==> config.mk <==
export PLATFORM = sky130hd
export DESIGN_NAME = multicycle_control_unit
export DESIGN_NICKNAME = d
export VERILOG_FILES = /design/src/rtl/multicycle_control_unit.sv
export SDC_FILE = /design/constraint.sdc
export NUM_CORES = 1
export LEC_CHECK = 0
export CORE_MARGIN = 4
export CORE_UTILIZATION = 50
export CTS_CLUSTER_SIZE = 16
export DETAILED_ROUTE_END_ITERATION = 10
export GPL_ROUTABILITY_DRIVEN = 0
export PLACE_DENSITY = 0.93
export REMOVE_ABC_BUFFERS = 1
export SLEW_MARGIN = 10
export SYNTH_ARGS = -nofsm -noshare
export SYNTH_HDL_FRONTEND = slang
export SYNTH_SLANG_ARGS = --single-unit
==> constraint.sdc <==
create_clock -name clk -period 5.2 [get_ports clk]
set_input_delay 1.04 -clock clk [delete_from_list [all_inputs] [get_ports clk]]
set_output_delay 1.04 -clock clk [all_outputs]
set_load 0.05 [all_outputs]
==> src/rtl/multicycle_control_unit.sv <==
// multicycle_control_unit: multicycle MIPS-style control FSM with memory wait timeout;
// define MULTICYCLE_CTRL_DSP_EN to decode the DSP opcode 011111.
module multicycle_control_unit #(
    parameter int ALUCTRL_W   = 4,
    parameter int MEM_TIMEOUT = 16
) (
    input  logic                 clk,
    input  logic                 reset,
    input  logic [5:0]           opcode,
    input  logic [5:0]           funct,
    input  logic [4:0]           shamt,
    input  logic                 zero,
    input  logic                 mem_ready,
    output logic                 ir_write,
    output logic                 pc_write,
    output logic                 mem_read,
    output logic                 mem_write,
    output logic                 reg_write,
    output logic                 reg_dst,
    output logic                 mem_to_reg,
    output logic                 alu_src_a,
    output logic [1:0]           pc_src,
    output logic [1:0]           alu_src_b,
    output logic [ALUCTRL_W-1:0] alu_control,
    output logic [2:0]           state,
    output logic                 done,
    output logic                 illegal,
    output logic                 fault
);
    localparam logic [2:0] FETCH = 3'd0, DECODE = 3'd1, EXEC = 3'd2, MEM = 3'd3, WB = 3'd4, FAULT = 3'd5;
    localparam logic [5:0] OP_R = 6'b000000, OP_JAL = 6'b000011, OP_JR = 6'b000111, OP_BEQ = 6'b000100,
        OP_ADDI = 6'b001000, OP_LW = 6'b100011, OP_SW = 6'b101011, OP_DSP = 6'b011111;
    localparam int CW = $clog2(MEM_TIMEOUT + 2);
`ifdef MULTICYCLE_CTRL_DSP_EN
    localparam logic DSP_EN = 1'b1;
`else
    localparam logic DSP_EN = 1'b0;
`endif

    logic [2:0]    st, nxt;
    logic [5:0]    op, fn;
    logic [4:0]    sh;
    logic [CW-1:0] cnt;
    logic [CW:0]   cnt_inc;
    logic          timeout, dec_exec, ex_ok;
    logic [3:0]    ex_code;

    // A ready arriving on the cycle the count would hit the limit still completes the access
    assign cnt_inc  = {1'b0, cnt} + 1'b1;
    assign timeout  = MEM_TIMEOUT != 0 && (st == FETCH || st == MEM) && !mem_ready
                      && cnt_inc == (CW+1)'(MEM_TIMEOUT);
    assign dec_exec = opcode inside {OP_R, OP_LW, OP_SW, OP_BEQ, OP_ADDI} || (DSP_EN && opcode == OP_DSP);
    assign state    = st;

    always_comb begin
        ex_ok = 1'b1;
        ex_code = 4'b0010;
        if (op == OP_BEQ) ex_code = 4'b0110;
        else if (op == OP_R) begin
            case (fn)
                6'b100000: ex_code = 4'b0010;
                6'b100010: ex_code = 4'b0110;
                6'b100100: ex_code = 4'b0000;
                6'b100101: ex_code = 4'b0001;
                6'b101010: ex_code = 4'b0111;
                default:   ex_ok = 1'b0;
            endcase
        end else if (op == OP_DSP) begin
            ex_code = sh == 5'b01000 ? 4'b1001 : 4'b1000;
            ex_ok = DSP_EN && fn == 6'b010000 && (sh == 5'b00000 || sh == 5'b01000);
        end
    end

    always_ff @(posedge clk) begin
        if (reset) begin
            st <= FETCH;
            cnt <= '0;
            op <= '0;
            fn <= '0;
            sh <= '0;
        end else begin
            st <= nxt;
            if (st == DECODE) begin
                op <= opcode;
                fn <= funct;
                sh <= shamt;
            end
            if (nxt != st && (nxt == FETCH || nxt == MEM)) cnt <= '0;
            else if ((st == FETCH || st == MEM) && !mem_ready) cnt <= cnt_inc[CW-1:0];
        end
    end

    always_comb begin
        nxt = st;
        case (st)
            FETCH:   nxt = timeout ? FAULT : mem_ready ? DECODE : FETCH;
            DECODE:  nxt = dec_exec ? EXEC : FETCH;
            EXEC:    nxt = (op == OP_LW || op == OP_SW) ? MEM : (op == OP_BEQ || !ex_ok) ? FETCH : WB;
            MEM:     nxt = timeout ? FAULT : !mem_ready ? MEM : op == OP_LW ? WB : FETCH;
            WB:      nxt = FETCH;
            FAULT:   nxt = FAULT;
            default: nxt = FETCH;
        endcase
    end

    always_comb begin
        {ir_write, pc_write, mem_read, mem_write, reg_write, reg_dst, mem_to_reg, alu_src_a} = '0;
        pc_src = 2'b00;
        alu_src_b = 2'b00;
        alu_control = '0;
        done = 1'b0;
        illegal = 1'b0;
        fault = 1'b0;
        if (reset) begin
            mem_read = 1'b1;
            alu_src_b = 2'b01;
        end else begin
            case (st)
                FETCH: begin
                    mem_read = 1'b1;
                    alu_src_b = 2'b01;
                    ir_write = mem_ready;
                    pc_write = mem_ready;
                end
                DECODE: begin
                    if (opcode == OP_JAL) begin
                        reg_write = 1'b1;
                        pc_write = 1'b1;
                        pc_src = 2'b10;
                        done = 1'b1;
                    end else if (opcode == OP_JR) begin
                        pc_write = 1'b1;
                        pc_src = 2'b11;
                        done = 1'b1;
                    end else illegal = !dec_exec;
                end
                EXEC: begin
                    alu_src_a = 1'b1;
                    alu_src_b = op inside {OP_LW, OP_SW, OP_ADDI} ? 2'b10 : 2'b00;
                    alu_control = ex_ok ? ALUCTRL_W'(ex_code) : '0;
                    illegal = !ex_ok;
                    pc_write = op == OP_BEQ && zero;
                    pc_src = op == OP_BEQ ? 2'b01 : 2'b00;
                    done = op == OP_BEQ;
                end
                MEM: begin
                    mem_read = op == OP_LW;
                    mem_write = op == OP_SW;
                    done = op == OP_SW && mem_ready;
                end
                WB: begin
                    reg_write = 1'b1;
                    reg_dst = op == OP_R || op == OP_DSP;
                    mem_to_reg = op == OP_LW;
                    done = 1'b1;
                end
                FAULT:   fault = 1'b1;
                default: ;
            endcase
        end
    end
endmodule

==> key figures <==
Run status
  – Status: completed

Synth
  – Synth Area in Adders: 0.0179
  – Post-Syn Instances: approximately 190
  – Top cells by area, synth: dfxtp_1, nand2_1, a21oi_1
  – Ys Warns: 0
  – Post-synth top flop: dfxtp_1
  – Synth unique cells: 54
  – Post-synthesis simple-gate area fraction: 0.369
  – #FFs+latches synth: 20
  – Share of the synthesized area in the top cell type: 0.286
  – Combinational family with the most area after synthesis: simple AND/OR/NAND/NOR gates
  – Synth Area in Compound Gates: 0.225
  – Post-synth top cells: nand2_1, a21oi_1, dfxtp_1
  – XOR/XNOR share of the synthesized area: 0.0313
  – Syn_area_per_cell: around 7.5 um^2
  – Post-synthesis mux area share: 0.0143
  – Mapped cell area: approximately 1400 um^2
  – Post-synth EDFFs: 0
  – Synth area leader: dfxtp_1
  – Sequential share of the synthesized area: 0.286
  – Async set-reset flop share out of synthesis: 0
  – Count leader, synth: nand2_1

CTS
  – Post-CTS Repair Setup Buffers: 0
  – Post-CTS resize count: 0
  – Clock tree from TritonCTS: built
  – Cts bufs inserted: 3
  – CTS Buffer Depth: 2
  – Reg clk slew, reported paths: 0.12 ns
  – Cts hold-fix bufs: 0
  – CTS Root Cell: clkbuf_4
  – Clock Latency Late Sink: between 0.3 and 0.4 ns
  – H-tree depth: 1
  – Clock sink count: 20

Global route
  – Largest net degree at the start of global routing: 20
  – Vias in the first global route: 1363
  – Overall routing resource usage: 0.211
  – Initial antenna violation count: 0
  – First-pass GRT wire length: between 5000 and 6000 um
  – Grt total ovfl: 0

STA
  – Period utilization: 0.826
  – Min Clock Period, post-route: ~4.3 ns
  – Final setup violation count: 0
  – Final clock skew: between 0.0015 and 0.002 ns
  – Peak Freq: between 200 and 250 MHz
  – Setup TNS: 0 ns
  – Max-slew violation count: 0
  – RSZ-0062 raised after global routing: false
  – Final hold violation count: 0
  – Worst-margin pin slew: between 0.7 and 0.8 ns
  – Normalized max-slew margin: 0.490

Setup path
  – CP Max Fanout: 4
  – Critical Path RT: 4.16 ns
  – Crit start category: input port
  – Setup CP Type: input port to primary output
  – CP endpoint kind: primary output
  – Worst path arrival time: roughly 3.3 ns

Die
  – Row Count: 18
  – Die Height: 60.9 um
  – Core Footprint: ~2600 um^2
  – Die area: 3710 um^2
  – Top Ports: 43
  – Die X: roughly 60 um
  – Starting Density: 0.545

Final layout
  – Post-layout util: 0.701
  – Ant. Diodes: 0
  – Nets@finish: 240
  – Fill count: 220
  – Area grow syn2layout: 28.6%
  – Layout cells sized above 1: 0.0926
  – Finished Cell Area: about 1800 um^2

Route
  – DRT iter0 DRCs: 54
  – Via count: between 1000 and 1500
  – Routed WL per cell: approximately 15 um
  – Drt pass-1 iters: 4
  – Drt total wl: around 3600 um
  – Vias per cell: approximately 6
  – DRC viols: 0
  – Remaining antenna violation count: 0

Power
  – Sw Ratio: 0.311
  – Cell leakage power: roughly 0.61 nW
  – Gate power share: 0.233
  – Pwr dens: 192 nW/um^2
  – Clock power frac: 0.277
  – Worst VDD drop: 0.162 mV
  – Int Pwr: between 0.2 and 0.25 mW
  – Total design power: between 0.3 and 0.4 mW
  – Part of the power in registers: 0.490
  – Switching power: roughly 0.11 mW

Run
  – Max cap viols: 0

Placement
  – I/O Buffers: 36
  – Post-Place Cell Area: 1760 um^2
  – DP Wirelength: between 2000 and 3000 um

Min path
  – Worst Hold Class: flop to flop
## state kept, by name, indices dropped and copies added (netlist names)
register / flops
op: 6
cnt: 5
state: 3
fn: 6
## worst max-delay path: stages
cell and delay (ns):
clkdlybuf4s50_1 0.52, nand2_1 0.06, nor4_1 0.19, buf_4 0.17
and2_1 0.16, a221oi_1 0.06, nor4_1 0.19, clkdlybuf4s50_1 0.85
## power groups by stage
stage                     sequential [mW]  clock [mW]  combinational, mW
final                               0.169      0.0954             0.0805
after CTS                           0.169      0.0947             0.0799
after global routing                0.170       0.104             0.0872
after detailed placement            0.172           0             0.0791
after floorplan                     0.172           0             0.0458
after global placement              0.172           0             0.0782
## area by class of cell
cell class                      instances  area [um^2]  share of cell area
Timing Repair Buffer                   40          390               0.217
Sequential cell                        20          400               0.223
Multi-Input combinational cell        149          923               0.513
Tap cell                               30         37.5              0.0209
Clock buffer                            4         36.3              0.0202
Inverter                                3         11.3             0.00626
## metal layers
| metal | global-route usage | vias up | wire length, um |
|---|---|---|---|
| met1 | 0.289 | 686 | 1630 |
| met2 | 0.328 | 54 | 1690 |
| met3 | 0.0404 | 7 | 195 |
| met4 | 0.0805 | 0 | 67 |
| met5 | 0 | - | 0 |
| li1 | - | 731 | - |
## layout by cell type (no fill, tap or decap), drive strengths merged, types with 5 or more instances in the layout
master	n
nor3b	5
dfxtp	20
nand2	34
nor4	8
nand2b	6
clkdlybuf4s50	36
a21oi	21
nor3	8
nor2	14
## path summary, 6_finish.rpt
kind	from	endpoint	slack, ns	cells after the start
worst max-delay path	opcode[0]	pc_write	0.90	8
worst min-delay path	fn[4]$_SDFFE_PP0P_	fn[4]$_SDFFE_PP0P_	0.47	2
worst max register to register	state[0]$_SDFF_PP0_	cnt[3]$_SDFFE_PP0P_	2.87	5
worst min register to register	fn[4]$_SDFFE_PP0P_	fn[4]$_SDFFE_PP0P_	0.47	2
## kinds of logic after synthesis
| logic type | after synthesis |
|---|---|
| compound gates | 43 |
| simple gates | 96 |
| buf+inv | 18 |
| other cells | 1 |
| xor+xnor | 5 |
| mux | 2 |
| flops | 20 |
| fa+ha+maj | 2 |
## metrics by stage
stage | hold slack (ns) | worst slack [ns] | std cells
after floorplan | 0.426 | 0.539 | 172
after detailed placement | 0.453 | 0.927 | 242
final | 0.469 | 0.903 | 246
after global placement | 0.439 | 0.902 | 242
after global routing | 0.482 | 0.807 | 246
after CTS | 0.470 | 0.895 | 246
No activity file was read; power rests on OpenSTA's default activity.
